===== src/rtl/pipe_skid_reg_pkg.sv =====
// Shared types and constants for the two-entry skid pipeline register.
package pipe_skid_reg_pkg;

   // Occupancy is reported directly from the state encoding.
   localparam int OCC_W = 2;

   typedef enum logic [OCC_W-1:0] {
      EMPTY = 2'd0,
      ONE   = 2'd1,
      TWO   = 2'd2
   } state_t;

endpackage


===== src/rtl/pipe_skid_reg_data_reg_en.sv =====
// N-bit data register with synchronous reset value and load enable.
module data_reg_en #(
   parameter int          N       = 32,
   parameter logic [N-1:0] RST_VAL = '0
) (
   input  logic         clk,
   input  logic         rst,
   input  logic         en,
   input  logic [N-1:0] d,
   output logic [N-1:0] q
);

   // Reset wins over load; otherwise hold unless enabled.
   always_ff @(posedge clk) begin
      if (rst) begin
         q <= RST_VAL;
      end else if (en) begin
         q <= d;
      end
   end

endmodule


===== src/rtl/pipe_skid_reg.sv =====
// Two-entry skid pipeline register. The main register drives out_data; the
// skid register catches one extra word when the consumer stalls, so in_ready
// depends only on registered state (plus flush) and never on out_ready.
//
// Handshake: a transfer happens on a side when its valid and ready are both 1
// at posedge clk. out_valid is registered; the only combinational
// input-to-output path is flush -> in_ready.
module pipe_skid_reg
   import pipe_skid_reg_pkg::*;
#(
   parameter int           N          = 32,
   parameter logic [N-1:0] RST_VAL    = '0,
   parameter logic [N-1:0] BUBBLE_VAL = '0
) (
   input  logic         clk,
   input  logic         rst,
   input  logic         flush,
   input  logic         in_valid,
   output logic         in_ready,
   input  logic [N-1:0] in_data,
   output logic         out_valid,
   input  logic         out_ready,
   output logic [N-1:0] out_data,
   output logic [1:0]   occupancy
);

   state_t       state;
   state_t       state_nxt;
   logic         in_xfer;
   logic         out_xfer;
   logic         main_en;
   logic [N-1:0] main_d;
   logic         skid_en;
   logic [N-1:0] skid_q;

   assign in_ready  = (state != TWO) & ~flush;
   assign out_valid = (state != EMPTY);
   assign occupancy = state;
   assign in_xfer   = in_valid & in_ready;
   assign out_xfer  = out_valid & out_ready;

   // State register; reset has priority over flush and transfers.
   always_ff @(posedge clk) begin
      if (rst) begin
         state <= EMPTY;
      end else begin
         state <= state_nxt;
      end
   end

   // Next state and register load controls.
   always_comb begin
      state_nxt = state;
      main_en   = 1'b0;
      main_d    = in_data;
      skid_en   = 1'b0;
      if (flush) begin
         // Skid content is simply abandoned; the bubble goes into main.
         state_nxt = EMPTY;
         main_en   = 1'b1;
         main_d    = BUBBLE_VAL;
      end else begin
         case (state)
            EMPTY: begin
               if (in_xfer) begin
                  state_nxt = ONE;
                  main_en   = 1'b1;
               end
            end
            ONE: begin
               if (in_xfer && out_xfer) begin
                  main_en = 1'b1;
               end else if (in_xfer) begin
                  state_nxt = TWO;
                  skid_en   = 1'b1;
               end else if (out_xfer) begin
                  // main keeps its last value on draining to empty
                  state_nxt = EMPTY;
               end
            end
            TWO: begin
               if (out_xfer) begin
                  state_nxt = ONE;
                  main_en   = 1'b1;
                  main_d    = skid_q;
               end
            end
            default: begin
               state_nxt = EMPTY;
            end
         endcase
      end
   end

   data_reg_en #(.N(N), .RST_VAL(RST_VAL)) u_main (
      .clk (clk),
      .rst (rst),
      .en  (main_en),
      .d   (main_d),
      .q   (out_data)
   );

   data_reg_en #(.N(N), .RST_VAL(RST_VAL)) u_skid (
      .clk (clk),
      .rst (rst),
      .en  (skid_en),
      .d   (in_data),
      .q   (skid_q)
   );

endmodule

===== config.mk =====
export PLATFORM = sky130hd
export DESIGN_NAME = pipe_skid_reg
export DESIGN_NICKNAME = d
export VERILOG_FILES = /design/src/rtl/pipe_skid_reg_pkg.sv /design/src/rtl/pipe_skid_reg_data_reg_en.sv /design/src/rtl/pipe_skid_reg.sv
export SDC_FILE = /design/constraint.sdc
export NUM_CORES = 1
export LEC_CHECK = 0
export ABC_AREA = 1
export BUFFER_PORTS_ARGS = -buffer_cell sky130_fd_sc_hd__buf_2
export CORE_MARGIN = 3
export CORE_UTILIZATION = 50
export DETAILED_ROUTE_END_ITERATION = 8
export PLACE_DENSITY = 0.85
export SYNTH_ARGS = -nofsm -noshare
export SYNTH_HDL_FRONTEND = slang
export SYNTH_SLANG_ARGS = --single-unit

===== constraint.sdc =====
create_clock -name clk -period 1.68 [get_ports clk]
set_input_delay 0.42 -clock clk [delete_from_list [all_inputs] [get_ports clk]]
set_output_delay 0.42 -clock clk [all_outputs]
set_load 0.01 [all_outputs]

==> insert_results.sql <==
INSERT INTO impl_metrics (metric_group, metric, value, unit) VALUES
('clocking', 'clk_transition_reported_paths', '70', 'ps'),
('detailed_routing', 'viasPerCell', '5.19', ''),
('sta', 'setup_tns', '0', 'ps'),
('setup_path', 'critPathArrivalTime', '1180', 'ps'),
('synth', 'synth_nets', '435', ''),
('synth', 'yosys_register_bits', '66', ''),
('synth', 'yosys-top-cells-count', 'nand2_1 (81), dfxtp_1 (66), o21ai_0 (53), a21oi_1 (48), nor2_1 (34)', ''),
('synth', 'synth_top_flop_cell', 'dfxtp_1', ''),
('die', 'design.core.area', '5340', 'um2'),
('sta', 'final.setup_skew', '8.63', 'ps'),
('sta', 'worst_slew_pin_slew', '447', 'ps'),
('die', 'boundary_pin_count', '73', ''),
('final_layout', 'antenna-diode-count', '0', ''),
('setup_path', 'critical_path_class', 'reg -> out', ''),
('pwr', 'clockPowerShare', '40.5', '%'),
('synth', 'synth-async-reset-ratio', '0', '%'),
('synth', 'average_cell_area_after_synthesis', '7.21', 'um2'),
('clocking', 'cts_num_sinks', '66', ''),
('sta', 'timing.max_slew.rel_slack', '70.2', '%'),
('synth', 'cell_with_the_most_instances_after_synthesis', 'nand2_1', ''),
('setup_path', 'worstSetupStartpoint', 'occupancy[1]$_SDFFE_PP0P_', ''),
('final_layout', 'sequential_cell_area', '1320', 'um2'),
('sta', 'period_share', '95.0', '%'),
('synth', 'yosysUniqueCellTypes', '21', ''),
('detailed_routing', 'detail-route-antenna-nets', '0', ''),
('final_layout', 'final_stage_net_count', '506', ''),
('sta', 'period_needed', '1600', 'ps'),
('final_layout', 'multi_input_area', '1280', 'um2'),
('global_route', 'vias_in_the_first_global_route', '2570', ''),
('setup_path', 'critical_path.endpoint', 'in_ready', ''),
('final_layout', 'drive_above_1_share', '24.3', '%'),
('detailed_routing', 'drt_iter0_markers', '205', ''),
('setup_path', 'critical_path_capture_point_type', 'output port', ''),
('die', 'placementRows', '26', ''),
('pwr', 'power.share.switching', '24.1', '%'),
('synth', 'synth_top_cell_area_share', '46.1', '%'),
('sta', 'finalSetupViolations', '0', ''),
('die', 'floorplan.die.height', '81.7', 'um'),
('synth', 'seq_area_frac_synth', '46.1', '%'),
('run_status', 'status', 'complete, no violations', ''),
('placed_design', 'detailed_place.area', '3310', 'um2'),
('detailed_routing', 'vias', '2819', ''),
('placed_design', 'post-dp-hpwl', '5020', 'um'),
('final_layout', 'area_growth', '22.0', '%'),
('setup_path', 'crit-reg2reg-launch', 'occupancy[0]$_SDFFE_PP0P_', ''),
('die', 'starting_density', '53.8', '%'),
('final_layout', 'finalNonFillerCells', '543', ''),
('die', 'die_x', '81.7', 'um'),
('placed_design', 'placed_cells', '528', ''),
('clocking', 'cts_max_level', '3', ''),
('final_layout', 'final_design_area_no_fill', '3500', 'um2'),
('setup_path', 'crit_path_max_fanout', '6', ''),
('pwr', 'power.net_switching', '0.000769', 'W'),
('hold_path', 'hold_depth', '3', ''),
('global_route', 'largest_net_degree_at_the_start_of_global_routing', '31', ''),
('detailed_routing', 'wl_per_cell', '13.1', 'um'),
('pwr', 'power.share.combinational', '8.9', '%'),
('clocking', 'cts_max_path_bufs', '2', ''),
('synth', 'combined_area_of_all_synthesized_cells', '2870', 'um2'),
('setup_path', 'ff2ff_setup_slack', '110', 'ps'),
('sta', 'grt_setup_unrepaired', 'false', ''),
('pwr', 'internal_power_of_the_cells', '0.00242', 'W'),
('setup_path', 'r2r-end', 'u_main.q[11]$_SDFFE_PP0P_', ''),
('clocking', 'cts_setup_buffers', '0', ''),
('synth', 'synth.largest_area_cell', 'dfxtp_1', ''),
('sta', 'maxClockFrequency', '626', 'MHz'),
('pwr', 'power.share.sequential', '50.6', '%'),
('global_route', 'grt_util_all_layers', '23.0', '%'),
('placed_design', 'gp_congestion', '0.851', ''),
('setup_path', 'ff2ff_path_depth', '7', ''),
('clocking', 'inserted_clock_buffers', '9', '');
-- cells in the final DEF (no fill, tap or decap), drive strengths merged --
master | Yosys | routed
buf | 23 | 90
nand2 | 85 | 85
dfxtp | 66 | 66
o21ai | 54 | 54
a21oi | 48 | 48
nor2 | 36 | 36
nand3 | 34 | 34
inv | 30 | 30
nand4 | 13 | 13
clkbuf | 7 | 12
clkinv | 0 | 2
nand3b | 1 | 1
o211ai | 1 | 1
bufinv | 0 | 1
-- repair_timing --
action | CTS | global route
hold buffers | 0 | 0
cloned | 0 | 0
endpoints found under the hold margin | 0 | 0
endpoints found under the setup margin | 1 | 2
resized for setup | 1 | 1
-- per-stage QoR --
| stage | util (%) | hold WS, ps | setup WS (ps) |
|---|---|---|---|
| floorplan | - | 476 | 281 |
| global placement | 62.0 | 455 | 219 |
| detailed placement | 62.0 | 459 | 144 |
| CTS | 65.5 | 300 | 2.79 |
| global route | 65.6 | 311 | 22.8 |
| finish | 65.6 | 306 | 83.4 |
-- kinds of logic after synthesis --
kind of cell,count (synthesis),share of synthesized area (%)
DFF,66,46.1
AOI/OAI and AO/OA,103,18.1
buffers and inverters,60,9.34
and+or+nand+nor,169,26.5
-- worst max-delay path, cell delays in order, from the launching register on --
cell	delay, ps
dfxtp_2	390
inv_2	80
nor2_1	160
nor2_1	60
buf_2	140
-- sequential cells by signal (all words and copies together), names as in the netlist --
signal and flops:
u_skid.q 32, u_main.q 32, occupancy 2
-- how the worst min path moves through the flow --
stage	startpoint	to	slack [ps]
5_1_grt	in_data[26]	u_skid.q[26]$_SDFFE_PP0P_	310
3_3_place_gp	u_main.q[25]$_SDFFE_PP0P_	u_main.q[25]$_SDFFE_PP0P_	450
4_1_cts	in_data[28]	u_skid.q[28]$_SDFFE_PP0P_	300
3_5_place_dp	u_main.q[31]$_SDFFE_PP0P_	u_main.q[31]$_SDFFE_PP0P_	460
6_report	in_data[28]	u_skid.q[28]$_SDFFE_PP0P_	310
2_1_floorplan	u_skid.q[10]$_SDFFE_PP0P_	u_skid.q[10]$_SDFFE_PP0P_	480
-- layout make-up --
cell class	instances	share of cell area [%]
multi-input combinational	272	36.6
inverter	30	3.22
clock inverter	3	1.14
clock buffer	12	4.15
timing repair buffer	90	14.6
sequential	66	37.8
tap	70	2.50
-- metal layers --
layer | global-route usage, % | routed length [um] | up-vias | part of all wire (%)
met3 | 8.11 | 582 | 16 | 8.2
met1 | 30.1 | 3160 | 1236 | 45
met5 | 0 | 0 | - | 0
met2 | 33.6 | 3200 | 114 | 45
li1 | - | - | 1453 | -
met4 | 11.5 | 156 | 0 | 2.2
-- power groups by stage --
stage | clock (W) | combinational, W | sequential, W
finish | 0.00129 | 0.000284 | 0.00161
detailed placement | 0 | 0.000281 | 0.00165
floorplan | 0 | 0.000154 | 0.00166
global placement | 0 | 0.000277 | 0.00165
CTS | 0.00131 | 0.000283 | 0.00161
global route | 0.00139 | 0.000317 | 0.00162
(Power assumes the default switching activity.)
